<file path="config.mk">
export PLATFORM = sky130hd
export DESIGN_NAME = report_time
export DESIGN_NICKNAME = d
export VERILOG_FILES = /design/src/rtl/report_time.sv
export SDC_FILE = /design/constraint.sdc
export NUM_CORES = 1
export LEC_CHECK = 0
export ABC_CLOCK_PERIOD_IN_PS = 4700
export CORE_AREA = 10 10 91 125
export DETAILED_ROUTE_END_ITERATION = 12
export DIE_AREA = 0 0 101 135
export PLACE_DENSITY_LB_ADDON = 0.3
export SETUP_SLACK_MARGIN = 0.5
export SLEW_MARGIN = 20
export SYNTH_ARGS = -nofsm -noshare
export SYNTH_HDL_FRONTEND = slang
export SYNTH_SLANG_ARGS = --single-unit
</file>
<file path="constraint.sdc">
create_clock -name clk -period 4.7 [get_ports clk]
set_clock_uncertainty 0.1 [all_clocks]
set_input_delay 0.705 -clock clk [delete_from_list [all_inputs] [get_ports clk]]
set_output_delay 0.705 -clock clk [all_outputs]
set_load 0.02 [all_outputs]
</file>
<file path="src/rtl/report_time.sv">
// report_time: streams a 13-byte time/date frame (F0 F1 F2 YY MM DD WW HH MM SS F2 F1 F0)
// to a UART transmitter over a valid/ready byte handshake. Frames start on report_req,
// on an optional periodic auto tick, or on a request that was held pending during a frame.
module report_time #(
  parameter int AUTO_PERIOD = 0
) (
  input  logic        clk,
  input  logic        rst,
  input  logic        report_req,
  input  logic [23:0] time_i,
  input  logic [31:0] date_i,
  input  logic        uart_tx_ready,
  output logic [7:0]  uart_tx_data,
  output logic        uart_tx_valid,
  output logic        busy,
  output logic        done
);

  typedef enum logic [1:0] {
    IDLE = 2'd0,
    SEND = 2'd1,
    DONE = 2'd2
  } state_t;

  localparam logic [3:0] LAST_IDX = 4'd12;

  state_t      state, state_nxt;
  logic [3:0]  idx, idx_nxt;
  logic        pending, pending_nxt;
  logic        start;
  logic        tick;
  logic        start_req;
  logic        xfer;
  logic [23:0] time_snap;
  logic [31:0] date_snap;

  // Byte n of the frame, built from the frozen snapshot so mid-frame input changes never leak out.
  function automatic logic [7:0] frame_byte(input logic [3:0] n,
                                            input logic [23:0] t,
                                            input logic [31:0] d);
    logic [7:0] b;
    case (n)
      4'd0:    b = 8'hF0;
      4'd1:    b = 8'hF1;
      4'd2:    b = 8'hF2;
      4'd3:    b = d[31:24];
      4'd4:    b = d[23:16];
      4'd5:    b = d[15:8];
      4'd6:    b = d[7:0];
      4'd7:    b = t[23:16];
      4'd8:    b = t[15:8];
      4'd9:    b = t[7:0];
      4'd10:   b = 8'hF2;
      4'd11:   b = 8'hF1;
      4'd12:   b = 8'hF0;
      default: b = 8'h00;
    endcase
    return b;
  endfunction

  generate
    if (AUTO_PERIOD > 0) begin : g_auto
      localparam int CNT_W = (AUTO_PERIOD > 1) ? $clog2(AUTO_PERIOD) : 1;
      localparam logic [CNT_W-1:0] CNT_MAX = CNT_W'(AUTO_PERIOD - 1);
      logic [CNT_W-1:0] auto_cnt;

      // Free-running 0..AUTO_PERIOD-1 counter; the wrap cycle is the auto tick.
      always_ff @(posedge clk or posedge rst) begin
        if (rst) begin
          auto_cnt <= '0;
        end else if (auto_cnt == CNT_MAX) begin
          auto_cnt <= '0;
        end else begin
          auto_cnt <= auto_cnt + CNT_W'(1);
        end
      end

      assign tick = (auto_cnt == CNT_MAX);
    end else begin : g_no_auto
      assign tick = 1'b0;
    end
  endgenerate

  // A request and a coincident tick are one start condition, so they yield one frame.
  assign start_req = report_req | tick;
  assign xfer      = (state == SEND) & uart_tx_ready;

  // Next-state, byte index and one-deep pending flag.
  always_comb begin
    state_nxt   = state;
    idx_nxt     = idx;
    pending_nxt = pending;
    start       = 1'b0;
    case (state)
      IDLE: begin
        if (start_req || pending) begin
          start       = 1'b1;
          state_nxt   = SEND;
          idx_nxt     = 4'd0;
          pending_nxt = 1'b0;
        end
      end
      SEND: begin
        if (start_req) begin
          pending_nxt = 1'b1;
        end
        if (xfer) begin
          if (idx == LAST_IDX) begin
            state_nxt = DONE;
          end else begin
            idx_nxt = idx + 4'd1;
          end
        end
      end
      DONE: begin
        if (start_req) begin
          pending_nxt = 1'b1;
        end
        state_nxt = IDLE;
      end
      default: begin
        state_nxt = IDLE;
      end
    endcase
  end

  // Control registers: state, index and pending flag.
  always_ff @(posedge clk or posedge rst) begin
    if (rst) begin
      state   <= IDLE;
      idx     <= 4'd0;
      pending <= 1'b0;
    end else begin
      state   <= state_nxt;
      idx     <= idx_nxt;
      pending <= pending_nxt;
    end
  end

  // Snapshot of time/date, captured only when a frame starts.
  always_ff @(posedge clk or posedge rst) begin
    if (rst) begin
      time_snap <= 24'h0;
      date_snap <= 32'h0;
    end else if (start) begin
      time_snap <= time_i;
      date_snap <= date_i;
    end
  end

  // Outputs decode directly from state, so data holds steady for as long as ready stays low.
  always_comb begin
    uart_tx_valid = (state == SEND);
    uart_tx_data  = (state == SEND) ? frame_byte(idx, time_snap, date_snap) : 8'h00;
    busy          = (state != IDLE);
    done          = (state == DONE);
  end

endmodule

</file>
Yosys cells after proc, flatten, opt, wreduce, memory -nomap -nowiden
Index checks and enable logic that the tools add are counted.
{"block": "totals", "regBits": 63, "input_bits": 60, "output_inout_bits": 11, "wordCells": 54}
{"block": "op_classes", "addsub": 1, "eq_ne": 19, "n_mux": 15, "bitwise": 1, "reduce_logical": 13}
{"operator": "one-hot mux 8 bit (10 select lines)", "n": 1}
{"operator": "== test 4 bit (second input constant)", "n": 5}
{"operator": "== test 4 x 3 -> 1 bit (second input constant)", "n": 4}
{"operator": "two-way mux 4 bit", "n": 3}
{"operator": "== test 4 x 2 -> 1 bit (second input constant)", "n": 2}
{"operator": "two-way mux 8 bit", "n": 1}
{"operator": "one-hot mux 4 bit (2 select lines)", "n": 1}
{"operator": "OR reduction 2 bit", "n": 4}
{"operator": "two-way mux 2 bit", "n": 3}
{"operator": "!= test 2 x 1 -> 1 bit (second input constant)", "n": 3}
{"operator": "AND reduction 3 bit", "n": 2}
{"operator": "nonzero test 2 bit", "n": 3}
{"operator": "adder 4 x 1 -> 4 bit (second input constant)", "n": 1}
{"operator": "== test 4 x 1 -> 1 bit (second input constant)", "n": 1}
{"operator": "logical NOT 4 bit", "n": 1}
{"operator": "two-way mux 1 bit", "n": 4}
{"operator": "!= test 2 bit (second input constant)", "n": 2}
{"operator": "one-hot mux 2 bit (2 select lines)", "n": 1}
{"operator": "AND reduction 4 bit", "n": 1}
{"operator": "== test 2 x 1 -> 1 bit (second input constant)", "n": 1}
{"operator": "== test 2 bit (second input constant)", "n": 1}
{"operator": "logical NOT 2 bit", "n": 1}
{"operator": "one-hot mux 1 bit (2 select lines)", "n": 1}
{"operator": "AND 1 bit", "n": 1}
{"operator": "logical OR 1 bit", "n": 1}

Depth between registers and ports, before layout
{"block": "depth", "ltp_word": 4, "depth_mapped": 8, "ltp_nobuf": 6}

Least setup slack after synthesis
No wires, ideal clock.
{"block": "synth_timing", "kind": "register to output", "from": "register idx[0]", "to": "output uart_tx_data[4]", "arrival_ns": 1.624, "t_required_ns": 3.895, "path_slack_ns": 2.271, "path_stages_with_launch": 8, "n_path_buf": 1, "path_cell_list": "dfrtp_1 -> inv_1 -> ha_1 -> buf_2 -> a22oi_1 -> a311oi_1 -> a21oi_1 -> a31oi_1"}
{"block": "synth_between", "elab_chain_len": 4, "word_cells_on_any_way": 18, "cone_classes": "eq/ne: 12; mux: 2; reduce/logical: 4"}
{"element": "from (decl)", "line_no": "28", "source": "logic [3:0] idx, idx_nxt;"}
{"element": "from (signal assigned)", "line_no": "135", "source": "idx <= idx_nxt;"}
{"element": "== test 4 bit (tied with other cells)", "line_no": "42", "source": "case (n)"}
{"element": "OR reduction 2 bit (no source line)"}
{"element": "one-hot mux 8 bit (10 select lines) *", "line_no": "42"}
{"element": "two-way mux 8 bit *", "line_no": "154", "source": "uart_tx_data = (state == SEND) ? frame_byte(idx, time_snap, date_snap) : 8'h00;"}
{"element": "to (decl)", "line_no": "13", "source": "output logic [7:0] uart_tx_data,"}
Mark *: on every way between the ends. The rest lies on a longest branch, timed or not.

Worst setup path in the final report
{"block": "layout_timing", "from": "register idx[0]", "to": "output uart_tx_data[6]"}
Same word-level chain as after synthesis.

==> reports/results.ini <==
[layout]
final_common_cell = clkdlybuf4s50_1
n_antenna_cell = 0
regArea_um2 = 1580
nNetsFinal = 379
drive_gt1_frac = 0.263
syn_to_final_growth_pct = 32.5
layout_common_cells = clkdlybuf4s50_1 (70), dfrtp_1 (63), mux2_2 (58)
n_fill_cell = 823
multi_input_area_um2 = 1380

[drt]
routed_wl_um = 8100
drt_iter0_drc = 163
vias_per_cell = 5.31
drc = 0
first_pass_iters = 4
ant_nets = 0
route.detailed.wl_per_inst_um = 19.1
vias = 2248

[sta]
slew_headroom = 0.367
fin_crit_sh = 0.810
fin_crit_ns = 3.81
worst_pin_slew_ns = 0.946
rsz0062_at_grt = false
setup_viol = 0
fmax_ghz = 0.263
finalMaxSlewViolations = 0
finalHoldViolCount = 0
tns_ns = 0

[worst_setup_path]
worstSetupPathType = reg -> out
required_ns = 3.89
arrival_ns = 3.00
worstReg2RegStart = idx[0]$_DFFE_PP0P_
endpoint_kind = output port
crit_fanout = 20
r2r_setup_slack_ns = 2.48
start_kind = register
worstRegToRegCells = 6
r2r-end = idx[2]$_DFFE_PP0P_

[clock_network]
post_cts_buffers = 0
cts_tree = yes
ctsResizeCount = 0
htree_levels = 3
cts.sinks = 63
numCtsBuffers = 9
cts.path.max_buffers = 2
clock_latency_ns = 0.32
cts.clk_slew.worst_paths_ns = 0.05
root_buffer = clkbuf_16
hold_buffers = 0

[global_routing]
grt_pass1_wl_um = 13200
antenna_found_initial = 0
gr-total-overflow = 0
grt_pass1_vias = 2529
grt_usage = 0.123
grt_max_degree = 37

[power_and_ir_drop]
powerDensity_nw_per_um2 = 668
ir_drop_mv = 0.370
finalPower_mw = 2.76
p_leak_nw = 1.66

[floorplan]
std_cell_rows = 41
initial_utilization = 0.347
io_pins = 71
coreArea_um2 = 8980
die_h_um = 135
fp.dieArea_um2 = 13600
chipWidth_um = 101

[hold_path]
worstHoldPathCells = 1
hold_start = date_snap[11]$_DFFE_PP0P_
hold_class = reg -> reg
min_to = date_snap[11]$_DFFE_PP0P_

[synth]
ys_types = 42
syn-cell-area_um2 = 3120
yosysWarnings = 0
syn-num-nets = 314
avgSynthCellArea_um2 = 12.6
ys_seq_area_frac = 0.506
syn-instance-count = 247
synth-seq-cells = 63

[placement]
numPortBuffers = 70
dpl.hpwl_um = 5980
gp_congestion = 0.760

[job]
cap_violations = 0

[status]
status = completed

critical path: stages (launching register included):
cell and delay [ns]:
dfrtp_1 0.43, inv_1 0.11, ha_1 0.68, a22oi_1 0.20
a211oi_1 0.29, nor2_1 0.08, a21oi_1 0.22, clkdlybuf4s50_1 0.65
how the worst max path moves through the flow:
stage	start	endpoint
4_1_cts	idx[0]$_DFFE_PP0P_	uart_tx_data[6]
3_3_place_gp	idx[0]$_DFFE_PP0P_	uart_tx_data[6]
2_1_floorplan	idx[0]$_DFFE_PP0P_	uart_tx_data[4]
3_5_place_dp	idx[0]$_DFFE_PP0P_	uart_tx_data[2]
6_report	idx[0]$_DFFE_PP0P_	uart_tx_data[6]
5_1_grt	idx[0]$_DFFE_PP0P_	uart_tx_data[2]
synth_stat cells:
master,n,area share
nand3b_1,1,0.0024
inv_1,8,0.0096
o31ai_1,2,0.0048
o21bai_1,1,0.0024
mux2_2,58,0.21
a31oi_1,4,0.0080
o21ai_2,2,0.0056
o221ai_1,2,0.0056
o21ai_1,1,0.0016
and2b_2,1,0.0028
mux2_4,1,0.0048
a311oi_1,1,0.0028
nor2b_1,1,0.0020
nand2b_1,2,0.0040
or3b_4,1,0.0036
a22o_2,2,0.0064
a221oi_1,2,0.0056
a22oi_1,9,0.022
o211ai_1,2,0.0048
and2b_1,1,0.0024
dfrtp_1,63,0.51
nor3_1,3,0.0048
a21o_1,1,0.0024
clkbuf_1,1,0.0012
buf_2,3,0.0048
nand4_4,1,0.0068
nor2_1,4,0.0048
buf_4,11,0.026
a222oi_1,1,0.0032
a211oi_1,1,0.0024
nand4_1,1,0.0020
o221a_1,1,0.0036
o22a_1,3,0.0084
a32oi_1,2,0.0056
a22o_1,7,0.020
nand3_1,4,0.0064
nand2_1,11,0.013
buf_6,3,0.011
o21ai_0,5,0.0080
a21oi_1,11,0.018
mux2i_1,1,0.0032
ha_1,7,0.028
sequential cells by signal (all words and copies together), names as in the netlist:
signal and cells:
pending 1, state 2, time_snap 24, date_snap 32, idx 4
per-stage QoR:
stage / hold WS [ns] / cells / instance area, µm² / utilization / worst slack (ns)
after floorplan: 0.370 / 247 / 3120 / - / 2.27
after global placement: 0.389 / 408 / 3850 / 0.429 / 1.38
after detailed placement: 0.395 / 408 / 3850 / 0.429 / 1.28
after CTS: 0.406 / 423 / 4130 / 0.460 / 0.925
after global routing: 0.424 / 423 / 4130 / 0.460 / 0.732
final: 0.406 / 423 / 4130 / 0.460 / 0.893
report_power, final:
group / leakage, nW / switching [mW] / internal [mW]
combinational: 0.769 / 0.535 / 0.608
clock: 0.142 / 0.220 / 0.403
sequential: 0.746 / 0.181 / 0.815
layout make-up:
class / instances / share of cell area
clock inverter: 5 / 0.0121
inverter: 8 / 0.00727
sequential: 63 / 0.382
tap: 107 / 0.0324
multi-input combinational: 158 / 0.335
timing repair buffer: 72 / 0.176
clock buffer: 10 / 0.0554
logic make-up (layout without fill, tap and decap cells):
group           after synthesis  count (layout)  share of synthesized area
compound gates               60              60                      0.140
fa+ha+maj                     7               7                     0.0281
buf+inv                      26              95                     0.0530
flops                        63              63                      0.506
mux                          60              60                      0.217
simple gates                 31              31                     0.0554
per-layer routing:
| metal | vias to the layer above | track usage | routed length, µm |
|---|---|---|---|
| met1 | 1118 | 0.143 | 3230 |
| met4 | 0 | 0.0582 | 183 |
| met3 | 14 | 0.0352 | 484 |
| met2 | 67 | 0.201 | 4200 |
| li1 | 1049 | - | - |
| met5 | - | 0 | 0 |
Note: power is estimated with default switching activity, not from simulation.
